`config.mk`:
```
export PLATFORM = sky130hd
export DESIGN_NAME = tile_map_renderer
export DESIGN_NICKNAME = d
export VERILOG_FILES = /design/src/rtl/tile_map_renderer.sv
export SDC_FILE = /design/constraint.sdc
export NUM_CORES = 2
export LEC_CHECK = 0
export CORE_MARGIN = 8
export CORE_UTILIZATION = 45
export DETAILED_ROUTE_END_ITERATION = 16
export GPL_TIMING_DRIVEN = 0
export PLACE_DENSITY = 0.65
export SYNTH_ARGS = -nofsm -noshare
export SYNTH_HDL_FRONTEND = slang
export SYNTH_SLANG_ARGS = --single-unit
```
`constraint.sdc`:
```
create_clock -name clock_50 -period 4.1 [get_ports clock_50]
set_clock_uncertainty 0.15 [all_clocks]
set_input_delay 0.82 -clock clock_50 [delete_from_list [all_inputs] [get_ports clock_50]]
set_output_delay 0.82 -clock clock_50 [all_outputs]
set_load 0.05 [all_outputs]
```
`src/rtl/tile_map_renderer.sv`:
```
// tile_map_renderer
//   Pixel-generation stage for the robot playfield. It looks up a
//   20x15 map of 32x32-pixel tiles in a double-buffered map, converts
//   the tile codes to 3-bit RGB, and delays the raw syncs so that they
//   stay aligned with the colour output. Game logic writes the back bank.
//   A requested bank swap is applied at the start of vertical blanking.
//
// Ports
//   clock_50            system clock, rising edge
//   reset_key           synchronous active-high reset
//   p_tick              pixel-enable strobe; the pipeline only advances on it
//   pixel_x, pixel_y    current pixel coordinates from the sync generator
//   video_on            high inside the 640x480 active area
//   hsync_in, vsync_in  raw sync pulses (active low)
//   wr_en, wr_col,
//   wr_row, wr_code     back-bank tile write port (col 0..19, row 0..14)
//   swap_req            one-cycle request to swap front and back banks
//   swap_done           one-cycle pulse when the swap takes effect
//   vga_hs, vga_vs      syncs delayed to match rgb
//   rgb                 {R,G,B} pixel colour
module tile_map_renderer (
    input  logic       clock_50,
    input  logic       reset_key,
    input  logic       p_tick,
    input  logic [9:0] pixel_x,
    input  logic [9:0] pixel_y,
    input  logic       video_on,
    input  logic       hsync_in,
    input  logic       vsync_in,
    input  logic       wr_en,
    input  logic [4:0] wr_col,
    input  logic [3:0] wr_row,
    input  logic [2:0] wr_code,
    input  logic       swap_req,
    output logic       swap_done,
    output logic       vga_hs,
    output logic       vga_vs,
    output logic [2:0] rgb
);

    typedef enum logic {IDLE, PENDING} swap_state_t;

    localparam int unsigned MAP_SIZE = 300;

    // row*20 + col, computed with shifts and adds
    function automatic logic [8:0] map_addr(input logic [4:0] col, input logic [3:0] row);
        logic [8:0] r;
        r = {5'd0, row};
        return (r << 4) + (r << 2) + {4'd0, col};
    endfunction

    // ---------------------------------------------------------------
    // Tile map banks (not cleared by reset)
    // ---------------------------------------------------------------
    logic [2:0] bank0 [0:MAP_SIZE-1];
    logic [2:0] bank1 [0:MAP_SIZE-1];

    logic       front_sel;
    logic       wr_ok;
    logic [8:0] wr_addr;

    assign wr_ok   = wr_en && (wr_col <= 5'd19) && (wr_row <= 4'd14);
    assign wr_addr = map_addr(wr_col, wr_row);

    // Writes go to the bank that is not displayed. On the swap cycle,
    // front_sel still holds its old value, so such a write lands in the
    // bank that is about to become front.
    always_ff @(posedge clock_50) begin
        if (wr_ok) begin
            if (front_sel) bank0[wr_addr] <= wr_code;
            else           bank1[wr_addr] <= wr_code;
        end
    end

    // ---------------------------------------------------------------
    // Swap FSM
    // ---------------------------------------------------------------
    swap_state_t state, state_next;
    logic        vblank_edge;
    logic        do_swap;

    assign vblank_edge = p_tick && (pixel_x == 10'd0) && (pixel_y == 10'd480);

    always_comb begin
        state_next = state;
        do_swap    = 1'b0;
        case (state)
            IDLE: begin
                // A request on the vblank-edge cycle only arms the FSM. It is
                // applied at the next frame's vblank.
                if (swap_req) state_next = PENDING;
            end
            PENDING: begin
                if (vblank_edge) begin
                    state_next = IDLE;
                    do_swap    = 1'b1;
                end
            end
            default: state_next = IDLE;
        endcase
    end

    always_ff @(posedge clock_50) begin
        if (reset_key) begin
            state     <= IDLE;
            front_sel <= 1'b0;
            swap_done <= 1'b0;
        end else begin
            state     <= state_next;
            swap_done <= do_swap;
            if (do_swap) front_sel <= ~front_sel;
        end
    end

    // ---------------------------------------------------------------
    // Pixel pipeline (advances only on p_tick)
    // ---------------------------------------------------------------
    logic [8:0] s1_addr;
    logic       s1_in_map;
    logic [4:0] s1_off_x, s1_off_y;
    logic       s1_video_on, s1_hs, s1_vs;

    logic [2:0] s2_code;
    logic [4:0] s2_off_x, s2_off_y;
    logic       s2_video_on, s2_hs, s2_vs;

    always_ff @(posedge clock_50) begin
        if (reset_key) begin
            s1_addr     <= '0;
            s1_in_map   <= 1'b0;
            s1_off_x    <= '0;
            s1_off_y    <= '0;
            s1_video_on <= 1'b0;
            s1_hs       <= 1'b1;
            s1_vs       <= 1'b1;
            s2_code     <= '0;
            s2_off_x    <= '0;
            s2_off_y    <= '0;
            s2_video_on <= 1'b0;
            s2_hs       <= 1'b1;
            s2_vs       <= 1'b1;
        end else if (p_tick) begin
            s1_addr     <= map_addr(pixel_x[9:5], pixel_y[8:5]);
            // Blanking coordinates can fall outside the map. Such pixels read
            // as floor (code 0) instead of indexing past the bank.
            s1_in_map   <= (pixel_x[9:5] <= 5'd19) && !pixel_y[9] && (pixel_y[8:5] <= 4'd14);
            s1_off_x    <= pixel_x[4:0];
            s1_off_y    <= pixel_y[4:0];
            s1_video_on <= video_on;
            s1_hs       <= hsync_in;
            s1_vs       <= vsync_in;

            if (!s1_in_map)     s2_code <= '0;
            else if (front_sel) s2_code <= bank1[s1_addr];
            else                s2_code <= bank0[s1_addr];
            s2_off_x    <= s1_off_x;
            s2_off_y    <= s1_off_y;
            s2_video_on <= s1_video_on;
            s2_hs       <= s1_hs;
            s2_vs       <= s1_vs;
        end
    end

    // ---------------------------------------------------------------
    // Output stage: palette lookup from the S2 registers
    // ---------------------------------------------------------------
    logic robot_rim;

    assign robot_rim = (s2_off_x < 5'd4) || (s2_off_x > 5'd27) ||
                       (s2_off_y < 5'd4) || (s2_off_y > 5'd27);

    always_comb begin
        rgb = 3'b000;
        if (s2_video_on) begin
            case (s2_code)
                3'd0:    rgb = 3'b000;
                3'd1:    rgb = 3'b111;
                3'd2:    rgb = 3'b110;
                3'd3:    rgb = 3'b010;
                3'd4:    rgb = robot_rim ? 3'b100 : 3'b001;
                default: rgb = 3'b101;
            endcase
        end
    end

    assign vga_hs = s2_hs;
    assign vga_vs = s2_vs;

endmodule

```
# Word-level counts from Yosys, hierarchy flattened
# Memories as Yosys holds them, arrays and structs flattened. A register that Yosys moved wholly into a read port is not among the register bits.
# Cells that the tools add are included.
classes:
  addsub: 4
  n_lt_le_gt_ge: 8
  eq_ne: 5
  n_mux: 20
  n_bitwise: 2
  reduce_logical: 12
op_table:
  columns: ["cell", "count"]
  rows:
  - ["9-bit two-way mux", 4]
  - ["8-bit by 6-bit adder with 9-bit output", 2]
  - ["9-bit by 5-bit adder with 9-bit output", 2]
  - ["3-bit case mux with 5 select lines", 1]
  - ["3-bit two-way mux", 4]
  - ["10-bit by 9-bit == test with 1-bit output (second input constant)", 1]
  - ["5-bit > comparator (second input constant)", 2]
  - ["5-bit less-or-equal comparator (second input constant)", 2]
  - ["10-bit logical NOT", 1]
  - ["5-bit by 3-bit < comparator with 1-bit output (second input constant)", 2]
  - ["1-bit two-way mux", 10]
  - ["4-bit less-or-equal comparator (second input constant)", 2]
  - ["3-bit by 2-bit == test with 1-bit output (second input constant)", 2]
  - ["1-bit logical AND", 6]
  - ["3-bit by 1-bit == test with 1-bit output (second input constant)", 1]
  - ["3-bit == test (second input constant)", 1]
  - ["3-bit logical NOT", 1]
  - ["1-bit logical OR", 3]
  - ["1-bit inverter", 2]
  - ["1-bit case mux with 2 select lines", 1]
  - ["1-bit logical NOT", 1]
word_totals:
  ff_bits: 42
  ram_bits: 1800
  input_bits: 40
  output_inout_bits: 6
  wordCells: 69
  mem_count: 2
memory_table:
  columns: ["memory", "depth", "word_bits", "rd", "rd_ports_with_merged_regs", "wr", "line_no", "source"]
  rows:
  - ["bank0", 300, 3, 1, 1, 1, "55", "logic [2:0] bank0 [0:MAP_SIZE-1];"]
  - ["bank1", 300, 3, 1, 1, 1, "56", "logic [2:0] bank1 [0:MAP_SIZE-1];"]

# Depth between registers and ports, before layout
logic_depth:
  ltp_word: 7
  ltp_mapped: 15
  depth_no_buf: 10

# Worst setup path after synthesis
# No wires, ideal clock.
synth_path:
  path_kind: "input port to flip-flop"
  from: "in wr_col[3]"
  to: "mem bank1[162][0] (enable)"
  setup_ps: 319
  arrival_time_ps: 3149
  required_ps: 3631
  slack_ps: 482
  path_stages: 11
  n_path_buf: 1
  cell_sequence: "ha_1 > ha_1 > fa_1 > a21o_1 > a21oi_1 > nand2b_1 > and2_1 > a22o_1 > nand2_1 > clkbuf_1 > nor2_1"
synth_between:
  elab_chain_len: 5
  elab_cells_between_ends: 6
  classes_between: "add/sub (1); order compare (1); mux (2); reduce/logical (2)"
synth_lines:
  columns: ["item", "line_no", "source"]
  rows:
  - ["start, declared", "31", "input logic [4:0] wr_col,"]
  - ["5-bit less-or-equal comparator", "62", "assign wr_ok = wr_en && (wr_col <= 5'd19) && (wr_row <= 4'd14);"]
  - ["1-bit logical AND (2 in a row)", "62", null]
  - ["1-bit two-way mux", "69", "if (wr_ok) begin"]
  - ["1-bit two-way mux (implied by the code)", "71", "else bank1[wr_addr] <= wr_code;"]
  - ["end, declared", "56", null]
# Several ways; a longest one is shown, not always the timed one.

==> impl_metrics.json <==
{
  "outcome": "finished with violations",
  "failed_checks": "max-capacitance violations, max-slew violations, negative setup slack",
  "setup_viol": 118,
  "synth.top_cell.area_share_pct": 73.1,
  "reg2reg_slack_ns": -0.24,
  "die_area_um2": 178000,
  "instances_no_fill": 6583,
  "ys_ff_latch": 1843,
  "synth-edff-count": 1800,
  "synth_seq_area_share_pct": 74.2,
  "synth_top_area_cell": "edfxtp_1",
  "ctsHoldBuffers": 0,
  "grt_overflow": 0,
  "dp.cells": 6234,
  "syn-cell-area_um2": 74000,
  "finalSetupTns_ns": -3.16,
  "worstPathCellList": "clkbuf_1 -> clkbuf_1 -> nand3_1 -> nor3b_1 -> a22oi_2 -> o2111ai_1 -> a221oi_1",
  "grt_setup_unrepaired": "yes",
  "cts.sink_count": 1843,
  "gp_congestion": 1.01,
  "cts_max_level": 4,
  "reg2reg_depth": 7,
  "cp.depth": 7,
  "slew_headroom_pct": -5.89,
  "insertion_delay_ns": 0.84,
  "start_util_pct": 45.1,
  "clk_path_buf_depth": 3,
  "dp_hpwl_um": 180000,
  "cp_max_fo": 10,
  "p_per_area_nw_per_um2": 485,
  "antenna_found_initial": 13,
  "fin_crit_ns": 4.34,
  "async_reset_ff_share_pct": 0,
  "track_usage_pct": 29.8,
  "design.core.area_um2": 164000,
  "tritoncts": "yes",
  "vias": 44400,
  "num-fill-cells": 13100,
  "cpMaxStageDelayCell": "clkbuf_1",
  "cts-root-buf": "clkbuf_16",
  "critPathBufInv": 2,
  "max_freq_mhz": 230,
  "row_count": 149,
  "drv_cap": 1,
  "fin_util_pct": 51.5,
  "cp.arrival_ns": 4.90,
  "viasPerCell": 6.75,
  "yosys_warnings": 0,
  "drtPass1Iterations": 6,
  "endpoint_kind": "flip-flop",
  "totalWireLength_um": 272000,
  "critical-path-top-delay-family": "buffers and inverters",
  "p_total_mw": 41.0,
  "final_max_slew_viol_count": 11,
  "ys_types": 64,
  "finalCritPeriodShare_pct": 106,
  "cts_made_buffers": 180,
  "wire_per_inst_um": 41.4,
  "syn_avg_cell_area_um2": 18.6,
  "worstPathRequired_ns": 4.66,
  "ios": 46,
  "worstSetupPathType": "flip-flop to flip-flop",
  "grt_pass1_wl_um": 361000,
  "die_h_um": 421,
  "holdCritPathClass": "flip-flop to flip-flop",
  "hold_viol": 0,
  "worst_path_most_repeated_cell": "clkbuf_1",
  "grt_max_degree": 172,
  "synth_cells": 3987,
  "ir_worst_vdd_v": 0.000517,
  "worstMarginPinSlew_ns": 1.59,
  "worstSetupEndpoint": "s2_code[0]$_SDFFE_PP0P_",
  "port-buffer-count": 44,
  "register_area_um2": 54900,
  "multi_input_area_um2": 17900,
  "synth_nets": 4045,
  "setup_ws_ns": -0.245,
  "drtIter0Drc": 9325,
  "critPathLaunchType": "flip-flop",
  "die_w_um": 421,
  "worstReg2RegEnd": "s2_code[0]$_SDFFE_PP0P_",
  "synthFlopType": "edfxtp_1",
  "clk_pin_slew_ns": 0.06,
  "num-nets-final": 4295,
  "area_growth_pct": 14.3,
  "drive_gt1_share_pct": 23.6,
  "drc": 0,
  "cp_slowest_stage_delay_ns": 1.11,
  "first_global_vias": 42200,
  "worst_hold_slack_ns": 0.320,
  "ant_nets": 0,
  "synth.area.top_cells": "edfxtp_1, mux4_2, nor2_1",
  "p_leak_nw": 25.5
}
==> routing by layer <==
metal  global-route usage [%]  share of wire [%]  wire length (um)  up-vias
li1                         -                  -                 -    16500
met1                     37.9                 34             92100    22800
met2                     42.4                 42            116000     4258
met3                     12.8                 16             44200      879
met4                     17.7                7.4             20100       12
met5                    0.940               0.11               297        -
==> worst reg2reg max path: cells and delay by family, from the launching register on <==
| kind | cells | cell delay (ns) |
|---|---|---|
| AO/OA/AOI/OAI | 3 | 0.55 |
| buffers and inverters | 2 | 1.81 |
| AND/OR/NAND/NOR | 2 | 1.29 |
| flip-flops | 1 | 0.43 |
==> sequential cells by signal, summed over array words and instances (netlist names), named ones only <==
register     count
bank0          900
s1_addr          9
s1_off_y         3
s1_vs            1
s1_off_x         3
s2_off_x         3
swap_done        1
s1_video_on      1
s2_code          3
s2_video_on      1
vga_hs           1
state            1
s1_hs            1
s2_off_y         3
vga_vs           1
bank1          900
front_sel        1
s1_in_map        1
==> worst min-delay path by stage <==
stage | startpoint | to | slack, ns | depth (start not counted)
after floorplan | s1_hs$_SDFFE_PP1P_ | vga_hs$_SDFFE_PP1P_ | 0.28 | 1
after global placement | s1_vs$_SDFFE_PP1P_ | vga_vs$_SDFFE_PP1P_ | 0.29 | 1
after detailed placement | s1_hs$_SDFFE_PP1P_ | vga_hs$_SDFFE_PP1P_ | 0.31 | 1
after CTS | p_tick | s1_in_map$_SDFFE_PP0P_ | 0.32 | 3
after global routing | state$_SDFF_PP0_ | state$_SDFF_PP0_ | 0.35 | 2
final | s1_vs$_SDFFE_PP1P_ | vga_vs$_SDFFE_PP1P_ | 0.32 | 1
==> power breakdown <==
part | total (mW) | internal, mW | switching [mW]
sequential | 20.7 | 20.7 | 0.0364
combinational | 3.88 | 1.09 | 2.79
clock | 16.4 | 8.99 | 7.40
total | 41.0 | 30.8 | 10.2
==> placed cells by master, fill, tap and decap left out, types with 14 or more instances in the layout <==
cell	instances
clkbuf_2	46
mux2i_1	150
clkbuf_1	87
a22oi_1	62
buf_12	26
buf_8	28
mux4_2	413
ha_1	14
clkinv_2	23
a221oi_1	27
clkbuf_16	183
nand2b_1	20
a211oi_1	16
a22o_1	16
nor3_1	16
nor2_2	98
buf_2	29
buf_6	28
nand2_2	17
clkdlybuf4s50_1	40
edfxtp_1	1800
nor2b_1	22
buf_16	21
a21oi_1	53
nor2_1	562
nand2_1	121
nand3_1	37
clkinv_1	53
buf_4	42
nand4_1	14
dfxtp_1	42
clkbuf_4	15
o22ai_1	23
o21ai_0	21
==> layout make-up <==
cell class | instances | share of cell area, %
Inverter | 8 | 0.0414
Clock buffer | 222 | 5.59
Tap cell | 2189 | 3.24
Timing Repair Buffer | 72 | 1.16
Sequential cell | 1843 | 64.9
Antenna cell | 9 | 0.0266
Multi-Input combinational cell | 1869 | 21.2
Clock inverter | 108 | 1.13
Buffer | 263 | 2.71
==> cell usage after synthesis (12+ instances only) <==
cell type,count
a31oi_1,12
nand4_1,14
o2111ai_1,12
nand3_1,39
mux2i_1,151
buf_1,25
edfxtp_1,1800
a21oi_1,53
clkbuf_1,117
nand2b_1,20
buf_2,54
o21ai_0,23
a22o_1,17
nor2b_1,24
mux4_2,413
ha_1,14
buf_4,29
nor3_1,19
a211oi_1,18
a22oi_1,63
nand2_1,140
nor2_1,663
o22ai_1,23
buf_6,25
dfxtp_1,43
and2_1,13
o211ai_1,12
a221oi_1,27
==> stage by stage <==
step / setup slack, ns / instance area (um^2)
after floorplan: 0.482 / 74000
after global placement: -14.45 / 77200
after detailed placement: -2.31 / 77600
after CTS: -0.177 / 83900
after global routing: -0.0706 / 84500
final: -0.245 / 84600
==> timing repair <==
item,4_1_cts,5_1_grt
setup buffers,2,12
pin swaps,5,5
resized for setup,207,251
endpoints found under the setup margin,1021,1223
==> cell families after synthesis <==
kind of cell             share of synthesized area [%]
AND/OR/NAND/NOR                                   5.30
multiplexers                                      14.8
buffers and inverters                             2.20
adder cells (fa/ha/maj)                          0.345
XOR/XNOR                                        0.0710
flip-flops                                        74.2
AO/OA/AOI/OAI                                     3.05
Note: power is estimated with default switching activity, not from simulation.
